### src/rtl/hazard_scoreboard.sv
// Producer-side forwarding tags and load-use stall control for the ID/EX boundary.
// Optional build macro HAZARD_R0_ZERO_EN: register 0 is hardwired zero and is never tracked.
module hazard_scoreboard #(
  parameter int REG_W    = 4,
  parameter int NUM_REGS = 16,
  parameter int CNT_W    = 16
) (
  input  logic                clk,
  input  logic                rst,
  input  logic                id_valid,
  input  logic [REG_W-1:0]    id_rs_a,
  input  logic [REG_W-1:0]    id_rs_b,
  input  logic                id_use_a,
  input  logic                id_use_b,
  input  logic [REG_W-1:0]    id_rd,
  input  logic                id_wr_en,
  input  logic                id_is_load,
  input  logic                mem_hold,
  output logic                stall_id,
  output logic                bubble_ex,
  output logic [REG_W-1:0]    ex_rd,
  output logic [REG_W-1:0]    mem_rd,
  output logic [REG_W-1:0]    wb_rd,
  output logic                ctrl_ex,
  output logic                ctrl_mem,
  output logic                ctrl_wb,
  output logic [NUM_REGS-1:0] busy_vec,
  output logic [CNT_W-1:0]    stall_count
);

  typedef struct packed {
    logic             valid;
    logic [REG_W-1:0] rd;
    logic             wr_en;
    logic             is_load;
  } stage_t;

  stage_t           ex_q, mem_q, wb_q;
  stage_t           ex_next;
  logic [CNT_W-1:0] stall_count_q;
  logic             match_a, match_b;
  logic             new_wr_en;
  logic             hz;
  logic             unused_is_load;

  // Only a load sitting in EX is a hazard; anything older is covered by forwarding.
`ifdef HAZARD_R0_ZERO_EN
  assign match_a   = id_use_a && (id_rs_a == ex_q.rd) && (id_rs_a != '0);
  assign match_b   = id_use_b && (id_rs_b == ex_q.rd) && (id_rs_b != '0);
  assign new_wr_en = id_wr_en && id_valid && (id_rd != '0);
`else
  assign match_a   = id_use_a && (id_rs_a == ex_q.rd);
  assign match_b   = id_use_b && (id_rs_b == ex_q.rd);
  assign new_wr_en = id_wr_en && id_valid;
`endif

  assign hz = id_valid && ex_q.valid && ex_q.wr_en && ex_q.is_load && (match_a || match_b);

  always_comb begin
    ex_next.valid   = id_valid;
    ex_next.rd      = id_rd;
    ex_next.wr_en   = new_wr_en;
    ex_next.is_load = id_is_load;
  end

  // A memory hold freezes everything and outranks a hazard, so no bubble is injected.
  always_comb begin
    stall_id  = 1'b0;
    bubble_ex = 1'b0;
    if (mem_hold) begin
      stall_id = 1'b1;
    end else if (hz) begin
      stall_id  = 1'b1;
      bubble_ex = 1'b1;
    end
  end

  always_ff @(posedge clk) begin
    if (rst) begin
      ex_q          <= '0;
      mem_q         <= '0;
      wb_q          <= '0;
      stall_count_q <= '0;
    end else if (!mem_hold) begin
      wb_q  <= mem_q;
      mem_q <= ex_q;
      if (hz) begin
        ex_q <= '0;
        if (stall_count_q != '1) begin
          stall_count_q <= stall_count_q + 1'b1;
        end
      end else begin
        ex_q <= ex_next;
      end
    end
  end

  assign ex_rd       = ex_q.rd;
  assign mem_rd      = mem_q.rd;
  assign wb_rd       = wb_q.rd;
  assign ctrl_ex     = ex_q.valid && ex_q.wr_en && !ex_q.is_load;
  assign ctrl_mem    = mem_q.valid && mem_q.wr_en;
  assign ctrl_wb     = wb_q.valid && wb_q.wr_en;
  assign stall_count = stall_count_q;

  // Load status only matters in EX; older stages keep it for completeness.
  assign unused_is_load = mem_q.is_load ^ wb_q.is_load;

  always_comb begin
    busy_vec = '0;
    if (ex_q.valid && ex_q.wr_en) busy_vec[ex_q.rd] = 1'b1;
    if (mem_q.valid && mem_q.wr_en) busy_vec[mem_q.rd] = 1'b1;
    if (wb_q.valid && wb_q.wr_en) busy_vec[wb_q.rd] = 1'b1;
`ifdef HAZARD_R0_ZERO_EN
    busy_vec[0] = 1'b0;
`endif
  end

endmodule

### config.mk
export PLATFORM = sky130hd
export DESIGN_NAME = hazard_scoreboard
export DESIGN_NICKNAME = d
export VERILOG_FILES = /design/src/rtl/hazard_scoreboard.sv
export SDC_FILE = /design/constraint.sdc
export NUM_CORES = 1
export LEC_CHECK = 0
export BUFFER_PORTS_ARGS = -buffer_cell sky130_fd_sc_hd__buf_2
export CAP_MARGIN = 20
export CORE_MARGIN = 4
export CORE_UTILIZATION = 52
export CTS_BUF_LIST = sky130_fd_sc_hd__clkbuf_8
export DETAILED_ROUTE_END_ITERATION = 7
export GPL_ROUTABILITY_DRIVEN = 0
export PLACE_DENSITY = 0.93
export SYNTH_ARGS = -nofsm -noshare
export SYNTH_HDL_FRONTEND = slang
export SYNTH_SLANG_ARGS = --single-unit
### constraint.sdc
create_clock -name clk -period 3.1 [get_ports clk]
set_input_delay 0.62 -clock clk [delete_from_list [all_inputs] [get_ports clk]]
set_output_delay 0.62 -clock clk [all_outputs]
set_load 0.05 [all_outputs]
==> metrics.md <==
| Metric | Value |
|---|---|
| Ys flop type | `dfxtp_1` |
| Final std cells w/o fill | `370` |
| Post-Synth XOR/XNOR Area | `2.49%` |
| Vias per cell | `6.10` |
| Post-layout net count | `342` |
| Hold Crit Class | `flip-flop to flip-flop` |
| Status | `complete, no violations` |
| Placed instance area | `2370 µm²` |
| CTS Sinks | `35` |
| Buffers & Inverters on Critical Path | `2` |
| CTS tree | `done` |
| Clk_lat worst skew | `0.29 ns` |
| IR drop worst, VDD | `0.362 mV` |
| Number of flops mapped to enable cells by yosys | `0` |
| Worst R2R Setup Slack | `0.49 ns` |
| Final period util | `95.7%` |
| Synthesized area per cell | `7.78 µm²` |
| Largest cells by area after synthesis | `dfxtp_1 33%, nand2_1 6.4%, mux2i_1 6.2%` |
| Pre-CTS WS | `0.418 ns` |
| CTS Buf Count | `5` |
| Antenna violations before repair | `0` |
| Setup crit end kind | `output port` |
| Syn nets | `292` |
| Worst slew pin tran | `0.845 ns` |
| Hold path depth | `2` |
| Worst-path clk slew | `0.07 ns` |
| Most common cell after layout, fill and taps aside | `buf_2` |
| Delay-heaviest family, CP | `compound AO/OA/AOI/OAI gates` |
| Hold path start | `wb_q[6]` |
| IO Count | `69` |
| CP max stage delay | `0.58 ns` |
| Synth top area share | `33.2%` |
| Asr flop ratio synth | `0%` |
| RSZ-0062 raised after global routing | `false` |
| Final Instance Area | `2500 µm²` |
| Gr usage total | `21.1%` |
| Cts hold-fix bufs | `0` |
| Startpoint Class | `flip-flop` |
| Drt pass-1 iters | `5` |
| Time the worst path needs with I/O delays and setup | `2.97 ns` |
| Register area | `701 µm²` |
| PD cells | `424 nW/µm²` |
| Min-Delay Endpoint | `wb_q[6]` |
| Final Max Slew Viols | `0` |
| FP Rows | `22` |
| Syn Inst Count | `271` |
| Critical-path top delay cell | `dfxtp_1` |
| Most frequent cells in the layout | `68 x buf_2, 36 x nand2_1, 35 x dfxtp_1, 30 x nor2_1, 17 x nand3_1` |
| Placed cell count | `362` |
| Total global routing overflow | `0` |
| Diodes inserted | `0` |
| Crit Path Max Fanout | `12` |
| Setup TNS | `0 ns` |
| Post-DP HPWL | `3930 µm` |
| Die span in y | `71.7 µm` |
| Max Cap Viol | `0` |
| Post-synthesis mux area share | `7.77%` |
| First-pass GRT wire length | `9000 µm` |
| Synth Area in Simple Gates | `30.7%` |
| Worst r2r src | `ex_rd[0]` |
| Fin worst setup slack | `0.133 ns` |
| WL per Instance | `14.5 µm` |
| Register area share after synthesis | `33.2%` |
| Postcts setup bufs | `0` |
| Area of the multi-input gates | `1250 µm²` |
| Synth Warn # | `0` |
| WP data required | `2.48 ns` |
| Core Area | `3800 µm²` |
| # setup viols final | `0` |
| Fill cells | `329` |
| Main combinational cell family by area after synthesis | `simple AND/OR/NAND/NOR gates` |
| Vias in the first global route | `1981` |
| Crit path DAT | `2.35 ns` |
| Largest net degree at the start of global routing | `34` |
| FF-to-FF End | `stall_count[9]` |
| Crit path cell chain | `inv_1 -> a221o_1 -> or3_4 -> a21oi_1 -> buf_2` |
| Synth Area in Adders | `0.593%` |
| Syn-to-layout area delta | `18.7%` |
| Library cells used by synthesis | `44` |
| DR iter-0 viols | `282` |
| Share of cells above drive strength 1 | `26.7%` |
| Post-synthesis compound-gate area fraction | `17.6%` |
| Worst R2R Path Depth | `6` |
| Remaining DRCs | `0` |
| CTS H-tree depth | `2` |
| Clock skew | `0.00743 ns` |
| Worst setup path start | `ex_rd[0]` |
| Final hold violation count | `0` |
| WL final | `5360 µm` |
| Clock root cell | `clkbuf_8` |
| Cell Area, Synth | `2110 µm²` |
| Final antenna-violating net count | `0` |
| Fmax | `0.337 GHz` |
| Resize count post-CTS | `0` |
| IO buf count | `68` |
| Die area | `5140 µm²` |
| WHS | `0.492 ns` |
| Routed vias | `2258` |
| Die X | `71.7 µm` |
| Crit path depth | `5` |
| CTS max path bufs | `2` |
| Yosys reg bits | `35` |
| Lkg Pwr | `1.16 nW` |
| Initial Util | `55.5%` |
| Critical path class | `flip-flop to output port` |
| Top cell type by total area after synthesis | `dfxtp_1` |
| Relative slew slack | `43.2%` |
[state kept, by name, summed over array words and instances, names as in the netlist]
register,cells
mem_rd,4
mem_q,2
ex_rd,4
stall_count,16
wb_rd,4
wb_q,2
ex_q,3
[logic make-up after synthesis]
logic type      after synthesis
flops                        35
buf+inv                      30
xor+xnor                      6
simple gates                132
mux                          16
compound gates               51
fa+ha+maj                     1
[how the worst max path moves through the flow]
stage | slack [ns] | to
2_1_floorplan | 0.31 | bubble_ex
3_3_place_gp | 0.46 | bubble_ex
3_5_place_dp | 0.42 | bubble_ex
4_1_cts | 0.17 | bubble_ex
5_1_grt | 0.02 | bubble_ex
6_report | 0.13 | bubble_ex
[cell usage after synthesis (5+ instances only)]
| cell | n |
|---|---|
| a32oi_1 | 6 |
| clkbuf_1 | 11 |
| nand3_1 | 17 |
| a21oi_1 | 12 |
| o21ai_0 | 5 |
| a22oi_1 | 9 |
| nor2_1 | 30 |
| nand4_1 | 5 |
| a22o_1 | 6 |
| nor2b_1 | 10 |
| dfxtp_1 | 35 |
| nand2_1 | 36 |
| nor3_1 | 8 |
| mux2i_1 | 13 |
| buf_4 | 13 |
[power by group]
group,total (mW),internal (mW),switching [mW],leakage [nW]
combinational,0.0954,0.0345,0.0608,0.813
clock,0.491,0.321,0.170,0.0644
sequential,0.475,0.458,0.0173,0.284
[worst reg2reg max path: cells and delay by family (launching register included)]
kind / cells / cell delay, ns
AOI/OAI and AO/OA: 3 / 0.97
DFF: 1 / 0.58
and+or+nand+nor: 2 / 0.89
buffers and inverters: 1 / 0.11
[layout make-up]
class | instances | share of cell area (%)
clock buffers | 5 | 2.75
clock inverters | 3 | 2.70
inverters | 5 | 0.750
multi-input cells | 206 | 49.8
flip-flops and latches | 35 | 28.0
well taps | 48 | 2.40
repair buffers | 68 | 13.6
[routing by layer]
| layer | up-vias | GRT usage, % | share of wire [%] |
|---|---|---|---|
| met5 | - | 0 | 0 |
| met4 | 0 | 5.85 | 1.9 |
| met3 | 20 | 5.19 | 9.3 |
| met2 | 128 | 34.3 | 47 |
| met1 | 1045 | 27.8 | 41 |
| li1 | 1065 | - | - |
[through the flow]
step	utilization (%)	total power, mW
after floorplan	-	0.559
after global placement	62.3	0.578
after detailed placement	62.3	0.580
after CTS	65.9	1.07
after global routing	65.9	1.10
final	65.9	1.06
(Power assumes the default switching activity.)
